==> src/rtl/note_pkg.sv <==
// Shared lane constants, lane lookup helpers and FSM state encoding
// for the note-highway frame sequencer.
package note_pkg;

    localparam logic [2:0] LANE_EMPTY   = 3'd0;
    localparam logic [2:0] LANE_1       = 3'd1;
    localparam logic [2:0] LANE_2       = 3'd2;
    localparam logic [2:0] LANE_3       = 3'd3;
    localparam logic [2:0] LANE_4       = 3'd4;

    localparam logic [2:0] COLOUR_BLACK = 3'b000;

    typedef enum logic [2:0] {
        ST_IDLE,
        ST_ERASE,
        ST_ADVANCE,
        ST_DRAW,
        ST_DONE
    } state_e;

    // Codes 5..7 are unused encodings and paint nothing.
    function automatic logic lane_valid(input logic [2:0] code);
        return (code >= LANE_1) && (code <= LANE_4);
    endfunction

    function automatic logic [8:0] lane_x0(input logic [2:0] code);
        case (code)
            LANE_1:  return 9'd120;
            LANE_2:  return 9'd140;
            LANE_3:  return 9'd160;
            LANE_4:  return 9'd180;
            default: return 9'd0;
        endcase
    endfunction

    function automatic logic [2:0] lane_colour(input logic [2:0] code);
        case (code)
            LANE_1:  return 3'b100;
            LANE_2:  return 3'b010;
            LANE_3:  return 3'b001;
            LANE_4:  return 3'b110;
            default: return COLOUR_BLACK;
        endcase
    endfunction

endpackage

==> src/rtl/span_painter.sv <==
// Emits SPAN_W horizontally consecutive pixel writes after a start pulse;
// span_done marks the cycle carrying the last pixel.
module span_painter #(
    parameter int unsigned SPAN_W = 20
) (
    input  logic       clk,
    input  logic       resetn,
    input  logic       start,
    input  logic [8:0] x0,
    input  logic [7:0] y,
    input  logic [2:0] colour,
    output logic [8:0] x_out,
    output logic [7:0] y_out,
    output logic [2:0] c_out,
    output logic       writeEN,
    output logic       span_done
);

    localparam int unsigned CW = (SPAN_W > 1) ? $clog2(SPAN_W) : 1;

    logic [CW-1:0] cnt_q;
    logic [8:0]    x_q;
    logic [7:0]    y_q;
    logic [2:0]    c_q;
    logic          we_q;
    logic          last;

    assign last      = (cnt_q == CW'(SPAN_W - 1));
    assign span_done = we_q && last;

    // A start on the last pixel cycle chains the next span with no gap.
    always_ff @(posedge clk) begin
        if (!resetn) begin
            cnt_q <= '0;
            x_q   <= '0;
            y_q   <= '0;
            c_q   <= '0;
            we_q  <= 1'b0;
        end else if (start) begin
            cnt_q <= '0;
            x_q   <= x0;
            y_q   <= y;
            c_q   <= colour;
            we_q  <= 1'b1;
        end else if (we_q) begin
            if (last) begin
                cnt_q <= '0;
                x_q   <= '0;
                y_q   <= '0;
                c_q   <= '0;
                we_q  <= 1'b0;
            end else begin
                cnt_q <= cnt_q + CW'(1);
                x_q   <= x_q + 9'd1;
            end
        end
    end

    assign x_out   = x_q;
    assign y_out   = y_q;
    assign c_out   = c_q;
    assign writeEN = we_q;

endmodule

==> src/rtl/note_frame_sequencer.sv <==
// Per-frame erase / scroll / redraw scheduler owning the VGA pixel-write port.
// All pixel traffic goes through a single shared span_painter.
module note_frame_sequencer
    import note_pkg::*;
#(
    parameter int unsigned NUM_ROWS   = 4,
    parameter int unsigned ROW_PITCH  = 40,
    parameter int unsigned OFFSET_MAX = 39,
    parameter int unsigned SPAN_W     = 20
) (
    input  logic                  clk,
    input  logic                  resetn,
    input  logic                  frame_tick,
    input  logic                  enable,
    input  logic [3*NUM_ROWS-1:0] row_code,
    output logic                  busy,
    output logic                  frame_done,
    output logic                  overrun,
    output logic [5:0]            offset,
    output logic [8:0]            x_out,
    output logic [7:0]            y_out,
    output logic [2:0]            c_out,
    output logic                  writeEN
);

    localparam int unsigned RW = (NUM_ROWS > 1) ? $clog2(NUM_ROWS) : 1;

    state_e                state_q;
    logic [RW-1:0]         row_q;
    logic [5:0]            offset_q, offset_d;
    logic [3*NUM_ROWS-1:0] prev_codes_q, cur_codes_q;
    logic                  busy_q, frame_done_q, overrun_q;

    logic [2:0]    row_cur_code;
    logic          row_fin, last_row, span_done;
    logic          enter, ent_draw;
    logic [RW-1:0] ent_row;
    logic [2:0]    ent_code;
    logic [5:0]    ent_off;
    logic          paint_start;
    logic [8:0]    paint_x0;
    logic [7:0]    paint_y;
    logic [2:0]    paint_colour;

    assign offset_d = (offset_q == 6'(OFFSET_MAX)) ? 6'd0 : offset_q + 6'd1;
    assign last_row = (row_q == RW'(NUM_ROWS - 1));

    always_comb begin
        row_cur_code = '0;
        if (state_q == ST_ERASE) row_cur_code = prev_codes_q[3*int'(row_q) +: 3];
        else                     row_cur_code = cur_codes_q[3*int'(row_q) +: 3];
        row_fin = !lane_valid(row_cur_code) || span_done;
    end

    // Painter is started on the edge that enters a row, so its registered
    // pixels line up with the cycles the FSM spends on that row.
    always_comb begin
        enter    = 1'b0;
        ent_draw = 1'b0;
        ent_row  = '0;
        ent_code = LANE_EMPTY;
        ent_off  = offset_q;
        case (state_q)
            ST_IDLE: begin
                if (frame_tick && enable) begin
                    enter    = 1'b1;
                    ent_code = prev_codes_q[2:0];
                end
            end
            ST_ERASE: begin
                if (row_fin && !last_row) begin
                    enter    = 1'b1;
                    ent_row  = row_q + RW'(1);
                    ent_code = prev_codes_q[3*int'(ent_row) +: 3];
                end
            end
            ST_ADVANCE: begin
                enter    = 1'b1;
                ent_draw = 1'b1;
                ent_code = cur_codes_q[2:0];
                ent_off  = offset_d;
            end
            ST_DRAW: begin
                if (row_fin && !last_row) begin
                    enter    = 1'b1;
                    ent_draw = 1'b1;
                    ent_row  = row_q + RW'(1);
                    ent_code = cur_codes_q[3*int'(ent_row) +: 3];
                end
            end
            default: ;
        endcase
        paint_start  = enter && lane_valid(ent_code);
        paint_x0     = lane_x0(ent_code);
        paint_colour = ent_draw ? lane_colour(ent_code) : COLOUR_BLACK;
        paint_y      = 8'(int'(ent_row) * ROW_PITCH) + {2'b00, ent_off};
    end

    always_ff @(posedge clk) begin
        if (!resetn) begin
            state_q      <= ST_IDLE;
            row_q        <= '0;
            offset_q     <= '0;
            prev_codes_q <= '0;
            cur_codes_q  <= '0;
            busy_q       <= 1'b0;
            frame_done_q <= 1'b0;
            overrun_q    <= 1'b0;
        end else begin
            overrun_q    <= frame_tick && (state_q != ST_IDLE);
            frame_done_q <= 1'b0;
            case (state_q)
                ST_IDLE: begin
                    if (frame_tick && enable) begin
                        cur_codes_q <= row_code;
                        row_q       <= '0;
                        busy_q      <= 1'b1;
                        state_q     <= ST_ERASE;
                    end
                end
                ST_ERASE: begin
                    if (row_fin) begin
                        if (last_row) state_q <= ST_ADVANCE;
                        else          row_q   <= row_q + RW'(1);
                    end
                end
                ST_ADVANCE: begin
                    offset_q     <= offset_d;
                    prev_codes_q <= cur_codes_q;
                    row_q        <= '0;
                    state_q      <= ST_DRAW;
                end
                ST_DRAW: begin
                    if (row_fin) begin
                        if (last_row) begin
                            state_q      <= ST_DONE;
                            frame_done_q <= 1'b1;
                        end else begin
                            row_q <= row_q + RW'(1);
                        end
                    end
                end
                ST_DONE: begin
                    busy_q  <= 1'b0;
                    state_q <= ST_IDLE;
                end
                default: state_q <= ST_IDLE;
            endcase
        end
    end

    span_painter #(.SPAN_W(SPAN_W)) u_painter (
        .clk       (clk),
        .resetn    (resetn),
        .start     (paint_start),
        .x0        (paint_x0),
        .y         (paint_y),
        .colour    (paint_colour),
        .x_out     (x_out),
        .y_out     (y_out),
        .c_out     (c_out),
        .writeEN   (writeEN),
        .span_done (span_done)
    );

    assign busy       = busy_q;
    assign frame_done = frame_done_q;
    assign overrun    = overrun_q;
    assign offset     = offset_q;

endmodule

==> config.mk <==
export PLATFORM = sky130hd
export DESIGN_NAME = note_frame_sequencer
export DESIGN_NICKNAME = d
export VERILOG_FILES = /design/src/rtl/note_pkg.sv /design/src/rtl/span_painter.sv /design/src/rtl/note_frame_sequencer.sv
export SDC_FILE = /design/constraint.sdc
export NUM_CORES = 1
export LEC_CHECK = 0
export ABC_AREA = 1
export BUFFER_PORTS_ARGS = -buffer_cell sky130_fd_sc_hd__buf_2
export CAP_MARGIN = 5
export CELL_PAD_IN_SITES_DETAIL_PLACEMENT = 0
export CELL_PAD_IN_SITES_GLOBAL_PLACEMENT = 1
export CORE_UTILIZATION = 37
export CTS_CLUSTER_SIZE = 10
export DETAILED_ROUTE_END_ITERATION = 7
export PLACE_DENSITY = 0.77
export SLEW_MARGIN = 40
export SYNTH_ARGS = -nofsm -noshare
export SYNTH_HDL_FRONTEND = slang
export SYNTH_SLANG_ARGS = --single-unit
==> constraint.sdc <==
create_clock -name clk -period 2.6 [get_ports clk]
set_input_delay 0.13 -clock clk [delete_from_list [all_inputs] [get_ports clk]]
set_output_delay 0.13 -clock clk [all_outputs]
set_load 0.01 [all_outputs]
[Word-level counts from Yosys, hierarchy flattened]
Index checks and enable logic that the tools add are counted.
Word-level totals
  ROM bits: 0
  memories: 0
  register bits: 64
  output and inout port bits: 30
  latch bits: 0
  RAM bits: 0
  logic and storage cells: 114
  input bits: 16
Operators by class
  mux-type cells: 42
  add/sub/neg operators: 5
  div/mod/pow operators: 0
  bitwise gates (word level): 1
  multiply operators: 3
  shifts and indexed selects: 4
  $lt $le $gt $ge: 4
  equal/unequal tests: 18
  reductions and logical operators: 24
Operators by type and width (number)
  12-bit by 32-bit variable part select with 3-bit output: 2
  3-bit 2-to-1 mux: 13
  3-bit case mux with 4 select lines: 3
  8-bit case mux with 4 select lines: 1
  9-bit 2-to-1 mux: 3
  8-bit 2-to-1 mux: 3
  12-bit by 5-bit variable part select with 3-bit output: 2
  3-bit by 2-bit == test with 1-bit output (second input constant): 4
  6-bit 2-to-1 mux: 2
  2-bit inequality test (second input constant): 6
  2-bit 2-to-1 mux: 5
  9-bit by 1-bit adder with 9-bit output (second input constant): 1
  8-bit by 6-bit adder with 8-bit output: 1
  2-bit by 2-bit multiplier with 4-bit output (first input constant): 2
  1-bit logical AND: 7
  1-bit 2-to-1 mux: 7
  6-bit by 1-bit adder with 6-bit output (second input constant): 1
  3-bit by 1-bit == test with 1-bit output (second input constant): 2
  3-bit == test (second input constant): 2
  6-bit == test (second input constant): 1
  3-bit by 1-bit greater-or-equal comparator with 1-bit output (second input constant): 2
  3-bit less-or-equal comparator (second input constant): 2
  2-bit case mux with 3 select lines: 1
  2-bit AND reduction: 3
  other kinds (19): 25

[Longest topological paths before layout]
  depth after elaboration: 15
  gate-level depth with buffers: 21
  gate-level depth less buffers: 21

[By module]
From an unflattened synthesis, not the netlist that was laid out.
Unflattened totals
  cells, all modules: 499
  area total of the unflattened synthesis: 3387.0 sq um
Modules (own cells, without submodules)
  note_frame_sequencer: cells each 336, times used 1, area an instance 2214.6 sq um, seq. area each 760.7 sq um
  span_painter: cells each 163, times used 1, area an instance 1172.4 sq um, seq. area each 520.5 sq um

[Worst setup path after synthesis]
Ideal clock, no wire load.
  path kind: register -> register
  from: reg state_q[1]
  to: reg u_painter.y_q[5], in the netlist u_painter.y_out[5]
  path slack: 0.122 ns
  path buffers: 1
  arrival: 2.341 ns
  required time: 2.462 ns
  clock period less this slack: 2.478 ns
  cell stages (with the launch flop): 18
  library setup time: 0.138 ns
  cell sequence: dfxtp_1 inv_2 nand3_2 buf_6 nand2_1 nand3_1 nand3_1 nand2_1 nand2_1 nand3_4 nand2_1 nor2_1 nand2_1 inv_1 fa_1 or2_2 nand3_1 a21oi_2
Between the ends
  cells in the longest elaborated chain, start to end: 14
  elaborated cells on any way between the ends: 30
  those cells by class: add/sub: 1; mul: 1; order compare: 4; eq/ne: 3; mux: 10; reduce/logical: 11
RTL lines
  start, declared: RTL line note_frame_sequencer.sv:28  | state_e state_q;
  start signal, assigned: RTL line note_frame_sequencer.sv:101  | state_q <= ST_IDLE;
  start signal, assigned: RTL line note_frame_sequencer.sv:118  | state_q <= ST_ERASE;
  start signal, assigned: RTL line note_frame_sequencer.sv:123  | if (last_row) state_q <= ST_ADVANCE;
  branches (longest 14 deep; another with 8-bit by 6-bit adder with 8-bit output)
  end signal, assigned: RTL line span_painter.sv:42  | y_q <= y;
  end, declared: RTL line span_painter.sv:23  | logic [7:0] y_q;
Parallel ways; which one is timed is not known.
A chain may end at the register's enable or synchronous reset.

[Worst setup path after layout]
  from: reg state_q[2]
  to: reg u_painter.y_q[5], in the netlist u_painter.y_out[5]
Same word-level chain as after synthesis.

==> results by group <==
Clock network
  – CTS tree: yes
  – Clock Latency Late Sink: 0.35 ns
  – Clk buf depth: 2
  – Root Buffer: clkbuf_8
  – Num CTS Buffers: 9
  – Hold-fix buffers at CTS: 0
  – Sink Count: 64
  – Clock Pin Slew Worst Setup and Hold Paths: 0.08 ns
  – H-tree depth: 3

Setup path
  – CP arrival: 2.75 ns
  – Critical Path RT: 2.83 ns
  – CP Capture Type: flip-flop
  – Critical Path Most Common Cell: nand2_1
  – Top delay family on crit path: simple AND/OR/NAND/NOR gates
  – Critical-path cell list: inv_4, nand2_4, nor2_4, nand2_1, nand3_2, nand2_1, nand2_1, nand2_1, nand2_2, nand3_4, nand2_4, nor3_4, ha_2, fa_1, or2_2, nand3_1, a21oi_2
  – Worst Path Buf+Inv: 1
  – Worst-path maximum fanout: 7
  – Critical path class: flip-flop to flip-flop
  – Worst path max stage delay: 0.37 ns
  – Startpoint Class: flip-flop
  – CP max-delay cell: fa_1

Detailed routing
  – Routed wire length: 8765 microns
  – Vias: 3361
  – Routed len/inst: 13.16 microns
  – Via/cell ratio: 5.047
  – DRC: 0
  – DRT Pass-1 Iters: 6
  – Detail Route Antenna Nets: 0
  – DR iter-0 viols: 137

Power and ir drop
  – PD cells: 889.7 nW/um^2
  – Total power: 3791 uW
  – P_leak: 0.001879 uW
  – Max VDD drop: 0.0004367 V

Final layout
  – Area growth syn-to-layout: 24.04%
  – Antenna diodes: 0
  – Multi-input gate area: 1961 sq um
  – Register area: 1290 sq um
  – Net count, final: 577
  – Filler Cell Count: 913
  – Ratio of cells with drive above 1 in the final layout: 26.34%
  – Final non-filler cell total: 666

Timing
  – Worst slew pin tran: 0.5976 ns
  – Slew headroom: 60.11%
  – Final Hold Viols: 0
  – Slew Limit Fails: 0
  – Crit share post-route: 97.00%
  – Fmax: 0.3965 GHz
  – Clock skew: 0.009469 ns
  – Worst setup margin: 0.07810 ns
  – Final-report setup violation count: 0
  – RSZ-0062 raised after global routing: true
  – Final Critical Period: 2.522 ns

Place
  – GPL Wtd Cong: 0.8739
  – Placed Instances: 647
  – Hpwl dp: 6345 microns
  – DP Worst Slack: 0.02976 ns
  – Port Buffers: 45

Job
  – Max cap viols: 0

Logic synthesis
  – Synthesized net count: 517
  – Cell area after synthesis: 3436 sq um
  – Mapped Cells: 493
  – Syn_area_per_cell: 6.969 sq um
  – Seq cells post-synth: 64
  – Unique masters post-synth: 38
  – Register area share after synthesis: 37.29%
  – Synth warn: 0

Floorplan
  – Die area: 9676 sq um
  – Core area: 8848 sq um
  – # IOs: 46
  – Row count: 34
  – Die X: 98.37 microns
  – Initial Utilization: 38.83%
  – Die height: 98.37 microns

Hold path
  – Worst min path class: primary input to flip-flop

Global routing
  – Gr ovfl total: 0
  – Vias in the first global route: 3098
  – Largest net degree at the start of global routing: 25
  – Gr usage total: 18.89%
  – First-pass GRT wire length: 14540 microns
  – Initial antenna violation count: 0

Run status
  – Outcome: completed
==> registers in the layout, indices dropped and copies added, names as in the netlist <==
register and count:
overrun 1, u_painter.x_out 9, frame_done 1, row_q 2, u_painter.y_out 8, cur_codes_q 12, u_painter.cnt_q 5, busy 1
u_painter.c_out 3, prev_codes_q 12, state_q 3, offset 6, u_painter.writeEN 1
==> worst reg2reg max path, delay by kind of cell, from the launching register on <==
family	cells	cell delay, ns
adders and majority gates	2	0.56
buffers and inverters	1	0.08
DFF	1	0.35
and+or+nand+nor	13	1.34
AOI/OAI and AO/OA	1	0.06
==> kinds of logic (layout without fill, tap and decap cells) <==
logic type      count (synthesis)  after routing  synth area share [%]
buf+inv                        76            141                 8.886
simple gates                  238            238                 31.76
fa+ha+maj                       8              8                 3.132
flops                          64             64                 37.29
xor+xnor                        9              9                 2.294
compound gates                 98             98                 16.64
==> worst paths after layout <==
check / startpoint / endpoint / slack (ns) / cells after the start
hold reg to reg: u_painter.y_out[7] / u_painter.y_out[7] / 0.46 / 2
hold / removal: row_code[10] / cur_codes_q[10] / 0.007 / 3
setup reg to reg: state_q[2] / u_painter.y_out[5] / 0.08 / 17
setup / recovery: state_q[2] / u_painter.y_out[5] / 0.08 / 17
==> per-layer routing <==
metal / track usage, % / vias up / part of all wire (%)
li1: - / 1728 / -
met1: 24.93 / 1548 / 49
met2: 30.01 / 72 / 45
met3: 3.579 / 13 / 3.8
met4: 8.381 / 0 / 1.9
met5: 0 / - / 0
==> power by group <==
group          total [uW]  internal, uW  switching (uW)
clock network        1010           620             388
logic                1510           578             931
registers            1270          1130             141
==> stage by stage <==
step | utilization [%] | setup TNS (ns) | hold WS (ns) | area (sq um)
detailed placement | 43.67 | 0 | 0.3586 | 3864
floorplan | - | 0 | 0.2507 | 3436
global placement | 43.67 | 0 | 0.3585 | 3864
CTS | 46.30 | 0 | 0.003466 | 4096
global route | 48.16 | -0.2624 | 0.02961 | 4262
finish | 48.16 | 0 | 0.007141 | 4262
==> what timing repair did <==
item,4_1_cts,5_1_grt
resized for setup,0,39
endpoints found under the setup margin,0,26
buffers inserted,0,3
==> cell type report <==
| class | count | area share, % |
|---|---|---|
| Inverter | 58 | 5.167 |
| Tap cell | 108 | 3.171 |
| Sequential cell | 64 | 30.27 |
| Clock inverter | 2 | 1.409 |
| Multi-Input combinational cell | 353 | 46.01 |
| Timing Repair Buffer | 67 | 9.924 |
| Clock buffer | 14 | 4.052 |
==> synth_stat cells <==
cell type  instances  area, sq um
a211oi_1           3        22.52
a211oi_2           3        37.54
a21oi_1           37        185.2
a21oi_2            7        61.31
a311oi_1           1        8.760
a31oi_1            2        12.51
a32oi_1            2        17.52
buf_1              1        3.750
buf_2              1        5.000
buf_4              1        7.510
buf_6              2        22.52
clkbuf_1          13        48.80
dfxtp_1           64         1281
fa_1               1        20.02
ha_1               7        87.58
inv_1             56        210.2
inv_2              2        7.510
nand2_1           90        337.8
nand2_2           13        81.33
nand2_4            1        11.26
nand3_1           35        175.2
nand3_2            4        40.04
nand3_4            1        17.52
nand3b_1           2        15.01
nand4_1            4        25.02
nor2_1            69        259.0
nor2_2             2        12.51
nor2_4             4        45.04
nor3_1             8        40.04
nor4_1             4        25.02
o21a_1             3        22.52
o21ai_0           37        185.2
o21ai_1            1        5.000
o22ai_1            1        6.260
o31ai_1            1        7.510
or2_2              1        6.260
xnor2_1            2        17.52
xor2_1             7        61.31
==> cells in the final DEF, fill, tap and decap left out, types with 12 or more instances in the layout <==
cell / instances
a21oi_1: 37
buf_2: 45
buf_4: 18
clkbuf_8: 12
dfxtp_1: 61
inv_1: 54
nand2_1: 78
nand2_2: 23
nand3_1: 30
nor2_1: 66
o21ai_0: 37
(Power assumes the default switching activity.)
